--- config.mk ---
export PLATFORM = sky130hd
export DESIGN_NAME = wide_add_sequencer
export DESIGN_NICKNAME = d
export VERILOG_FILES = /design/src/rtl/wide_add_sequencer.sv
export SDC_FILE = /design/constraint.sdc
export NUM_CORES = 1
export LEC_CHECK = 0
export ABC_AREA = 0
export CAP_MARGIN = 10
export CORE_MARGIN = 1
export CORE_UTILIZATION = 25
export DETAILED_ROUTE_END_ITERATION = 8
export MAX_ROUTING_LAYER = met4
export PLACE_DENSITY = 0.45
export SYNTH_ARGS = -nofsm -noshare
export SYNTH_HDL_FRONTEND = slang
export SYNTH_SLANG_ARGS = --single-unit
--- constraint.sdc ---
create_clock -name clk -period 2.5 [get_ports clk]
set_input_delay 0.75 -clock clk [delete_from_list [all_inputs] [get_ports clk]]
set_output_delay 0.75 -clock clk [all_outputs]
set_load 0.01 [all_outputs]
--- src/rtl/wide_add_sequencer.sv ---
// wide_add_sequencer
//   Performs a W = CHUNK*CHUNKS bit addition on an external, purely
//   combinational CHUNK-bit adder. The sequencer feeds one operand chunk per
//   cycle, starting with the LSB chunk. It chains the carry between chunks
//   through a register.
//
//   Optional build macro: WIDE_ADD_SEQUENCER_SUB_EN
//     Adds the op_sub input. op_sub=1 computes A-B modulo 2^W. In that case
//     c_out=1 means no borrow occurred. Timing is the same in both builds.
//
// Ports
//   clk, rst            clock (rising edge), synchronous active-high reset
//   in_valid/in_ready   request handshake (accepted only in IDLE)
//   op_a, op_b, op_cin  operands and carry into chunk 0
//   op_sub              (optional) subtract select, latched at accept
//   add_a/add_b/add_cin drive the external adder (zero outside RUN)
//   add_s/add_cout      external adder result
//   out_valid/out_ready result handshake
//   sum, c_out          W-bit result and carry out of the top chunk
//   busy                high while an operation is in RUN or DONE
module wide_add_sequencer #(
  parameter int CHUNK  = 4,
  parameter int CHUNKS = 4,
  localparam int W     = CHUNK * CHUNKS
) (
  input  logic             clk,
  input  logic             rst,
  input  logic             in_valid,
  output logic             in_ready,
  input  logic [W-1:0]     op_a,
  input  logic [W-1:0]     op_b,
  input  logic             op_cin,
`ifdef WIDE_ADD_SEQUENCER_SUB_EN
  input  logic             op_sub,
`endif
  output logic [CHUNK-1:0] add_a,
  output logic [CHUNK-1:0] add_b,
  output logic             add_cin,
  input  logic [CHUNK-1:0] add_s,
  input  logic             add_cout,
  output logic             out_valid,
  input  logic             out_ready,
  output logic [W-1:0]     sum,
  output logic             c_out,
  output logic             busy
);

  localparam int IDX_W = (CHUNKS > 1) ? $clog2(CHUNKS) : 1;
  localparam logic [IDX_W-1:0] LAST = IDX_W'(CHUNKS - 1);

  typedef enum logic [1:0] {
    IDLE = 2'd0,
    RUN  = 2'd1,
    DONE = 2'd2
  } state_t;

  state_t           state, state_nxt;
  logic [IDX_W-1:0] idx;
  logic             carry;
  logic [W-1:0]     op_a_r, op_b_r;
  logic [W-1:0]     sum_r, sum_nxt;
  logic             c_out_r;
  logic             sub_r;
  logic             sub_in;

`ifdef WIDE_ADD_SEQUENCER_SUB_EN
  assign sub_in = op_sub;
`else
  assign sub_in = 1'b0;
  assign sub_r  = 1'b0;
`endif

  // Reset gates in_ready combinationally, so a request presented during reset is never seen.
  assign in_ready  = (state == IDLE) && !rst;
  assign out_valid = (state == DONE);
  assign busy      = (state != IDLE);
  assign sum       = sum_r;
  assign c_out     = c_out_r;

  always_comb begin
    state_nxt = state;
    case (state)
      IDLE:    if (in_valid) state_nxt = RUN;
      RUN:     if (idx == LAST) state_nxt = DONE;
      DONE:    if (out_ready) state_nxt = IDLE;
      default: state_nxt = IDLE;
    endcase
  end

  // Chunk select for the adder and write-back of the current chunk's result.
  always_comb begin
    add_a   = '0;
    add_b   = '0;
    add_cin = 1'b0;
    sum_nxt = sum_r;
    if (state == RUN) begin
      add_cin = carry;
      for (int i = 0; i < CHUNKS; i++) begin
        if (idx == IDX_W'(i)) begin
          add_a = op_a_r[i*CHUNK +: CHUNK];
          // Subtraction is A + ~B + 1, with the +1 supplied by the initial carry.
          add_b = sub_r ? ~op_b_r[i*CHUNK +: CHUNK] : op_b_r[i*CHUNK +: CHUNK];
          sum_nxt[i*CHUNK +: CHUNK] = add_s;
        end
      end
    end
  end

  always_ff @(posedge clk) begin
    if (rst) begin
      state   <= IDLE;
      idx     <= '0;
      carry   <= 1'b0;
      op_a_r  <= '0;
      op_b_r  <= '0;
      sum_r   <= '0;
      c_out_r <= 1'b0;
`ifdef WIDE_ADD_SEQUENCER_SUB_EN
      sub_r   <= 1'b0;
`endif
    end else begin
      state <= state_nxt;
      case (state)
        IDLE: begin
          if (in_valid) begin
            op_a_r <= op_a;
            op_b_r <= op_b;
            carry  <= sub_in ? 1'b1 : op_cin;
            idx    <= '0;
            sum_r  <= '0;
`ifdef WIDE_ADD_SEQUENCER_SUB_EN
            sub_r  <= op_sub;
`endif
          end
        end
        RUN: begin
          sum_r <= sum_nxt;
          carry <= add_cout;
          if (idx == LAST) begin
            c_out_r <= add_cout;
            idx     <= '0;
          end else begin
            idx <= idx + 1'b1;
          end
        end
        default: ;
      endcase
    end
  end

endmodule

==> results.yml, run 1 <==
global_route:
  met1_usage: 0.188
  grt_max_degree: 59
  gr-usage-all-layers: 0.142
  grtUsageMet3: 0.0253
  grt-busiest-layer: "met2"
  antenna_found_initial: 0
  grt_pass1_wl_mm: 10.8
  grt_pass1_vias: 2219
  met2_usage: 0.223
  overflow: 0
timing:
  slew_viol_final: 0
  finalClockSkew_ns: 0.00657
  worst-slew-pin-transition_ns: 0.603
  max_freq_mhz: 406
  hold_viol_final: 0
  setup_viol: 0
  finalCritPeriodShare: 0.984
  period_needed_ns: 2.46
  maxSlewHeadroom: 0.598
  finalSetupTns_ns: 0
  rsz0062_at_grt: "true"
yosys:
  synth-seq-cells: 54
  yosysWarningCount: 0
  synth_top_area_share: 0.457
  synth_edf_count: 0
  synth_area_mm2: 0.00237
  ys_top_cells_by_area: "dfxtp_1 (46%), nand2_1 (11%), a21oi_1 (8.5%), o32ai_1 (4.4%), a221oi_1 (3.3%)"
  async_reset_ff_frac: 0
  netlist_instances: 289
  yosysSeqAreaShare: 0.457
  ys_types: 29
  syn_avg_cell_area_um2: 8.19
  syn_nets: 335
  yosys.area.top_type: "dfxtp_1"
  synth_ff_type: "dfxtp_1"
die:
  io_pins: 71
  core_mm2: 0.00920
  dieArea_mm2: 0.00986
  die_h_um: 99.3
  die-width_um: 99.3
  rows: 35
  initial_core_util: 0.257
route:
  drc: 0
  routed_via_density: 4.67
  ant_nets: 0
  vias: 2245
  drt_iter0_drc: 60
  firstDrtPassIters: 4
  wire_per_inst_um: 13.8
  wl_mm: 6.62
worst_setup_path:
  startpoint: "idx[1]"
  worstRegToRegCells: 7
  arrival_ns: 1.71
  worst-path-stages: 6
  setup.worst_path.class: "flop to primary output"
  endpoint: "add_a[0]"
  r2r-start: "idx[1]"
  critPathTopFamily: "buffers and inverters"
  crit_chain: "buf_6, ha_4, buf_6, nor2b_1, o41ai_2, buf_2"
  crit_buf_inv: 3
  reg2reg_to: "idx[0]"
  cp_data_required_time_ns: 1.75
  critical-path-max-stage-delay_ns: 0.34
  cp_max_fo: 8
  endpoint_kind: "primary output"
  cp-start-kind: "flop"
  crit_top_cell: "buf_6"
  rrSetupSlack_ns: 0.84
  crit_slowest_cell: "dfxtp_2"
power:
  total_power_mw: 1.83
  ir_worst_vdd_mv: 0.206
  powerDensity_mw_per_mm2: 512
  leakage_nw: 1.35
place:
  numPlacedInstances: 469
  place_area_mm2: 0.00327
  gp_congestion: 0.786
  io_buffers: 70
  dp_hpwl_mm: 4.66
clocking:
  clock_sinks: 54
  clockBufferDepth: 2
  cts_tree: "built"
  clock_latency_ns: 0.30
  root_buffer: "clkbuf_8"
  htreeDepth: 2
  cts_made_buffers: 5
  cts.hold.buffers_added: 0
  path_clk_slew_ns: 0.09
finish:
  final_cells: 481
  area_growth_pct: 51.3
  post-route-util: 0.389
  final_area_mm2: 0.00358
  drive_above_1_share: 0.195
  antenna-diode-count: 0
  nets: 415
worst_hold_path:
  holdCritPathClass: "flop to flop"
  min_path_cells: 2
flow_run:
  cap_violations: 0
run_status:
  status: "complete, no violations"
power breakdown:
group	switching, mW	internal [mW]
sequential	0.0288	0.901
clock	0.276	0.280
combinational	0.170	0.178
worst reg2reg max path, stage by stage, from the launching register on:
cell	delay [ns]
dfxtp_2	0.34
buf_6	0.12
ha_1	0.20
buf_12	0.16
buf_4	0.17
nand2b_1	0.15
or3_1	0.31
a21oi_1	0.14
metrics by stage:
stage	setup slack (ns)	hold slack (ns)
floorplan	0.178	0.436
CTS	-0.0398	0.460
global route	-0.0460	0.488
global placement	-0.198	0.445
detailed placement	-0.203	0.447
finish	0.0396	0.459
Yosys cell counts, drive strengths merged, types with 8 or more instances:
cell,count
dfxtp,54
clkbuf,9
o32ai,12
nand3,10
nor2b,11
buf,15
inv,17
a221oi,9
o41ai,8
nand2b,8
a21oi,40
nand2,71
cell type report:
| cell class | count | area [um^2] |
|---|---|---|
| fill | 995 | 5620 |
| multi-input combinational | 194 | 1270 |
| sequential | 54 | 1090 |
| timing repair buffer | 97 | 910 |
| tap | 111 | 139 |
| clock buffer | 8 | 110 |
| inverter | 17 | 70.1 |
sequential cells by signal (all words and copies together), names as in the netlist:
name / cells
state: 2
sum: 16
op_a_r: 16
op_b_r: 16
carry: 1
c_out: 1
idx: 2
kinds of logic after synthesis:
family	share of synthesized area
buffers and inverters	0.0846
adders and majority gates	0.0212
muxes	0.00423
and+or+nand+nor	0.224
AOI/OAI and AO/OA	0.209
DFF	0.457
layer usage:
layer | routed length (um) | part of all wire
met5 | 0 | 0
met4 | 61 | 0.0092
met3 | 228 | 0.034
met2 | 3030 | 0.46
met1 | 3300 | 0.50
worst min path at each step:
stage | start | end
after floorplan | op_a_r[0] | op_a_r[0]
after global placement | op_b_r[12] | op_b_r[12]
after detailed placement | op_b_r[8] | op_b_r[8]
after CTS | op_b_r[8] | op_b_r[8]
after global routing | op_b_r[14] | op_b_r[14]
final | op_a_r[13] | op_a_r[13]
cell usage in the layout (no fill, tap or decap), types with 2 or more instances in the layout:
cell,count
dfxtp_1,52
nor2_1,2
nand3b_1,3
o41ai_2,8
a21oi_1,40
a221oi_4,2
nand3_1,10
nor2b_4,2
o32ai_1,12
inv_1,14
nand4_1,4
nand2_1,71
ha_4,2
clkbuf_8,8
buf_2,9
nor2b_1,9
buf_6,5
nand2b_1,8
clkdlybuf4s50_1,61
o21ai_0,4
buf_12,2
buf_4,19
a221oi_2,6
repair_timing:
action / CTS / global route
cloned: 0 / 0
setup buffers: 0 / 4
pin swaps: 8 / 2
resized for setup: 50 / 26
setup endpoints to repair: 8 / 9
(Power assumes the default switching activity.)
==> run 2, diff against run 1 <==
--- a/config.mk
+++ b/config.mk
@@ -7,7 +7,6 @@
 export LEC_CHECK = 0
 export ABC_AREA = 0
 export CAP_MARGIN = 10
-export CORE_MARGIN = 1
 export CORE_UTILIZATION = 25
 export DETAILED_ROUTE_END_ITERATION = 8
 export MAX_ROUTING_LAYER = met4
==> results of run 2 <==
The final DEF is identical to that of run 1; final timing and power are the same.
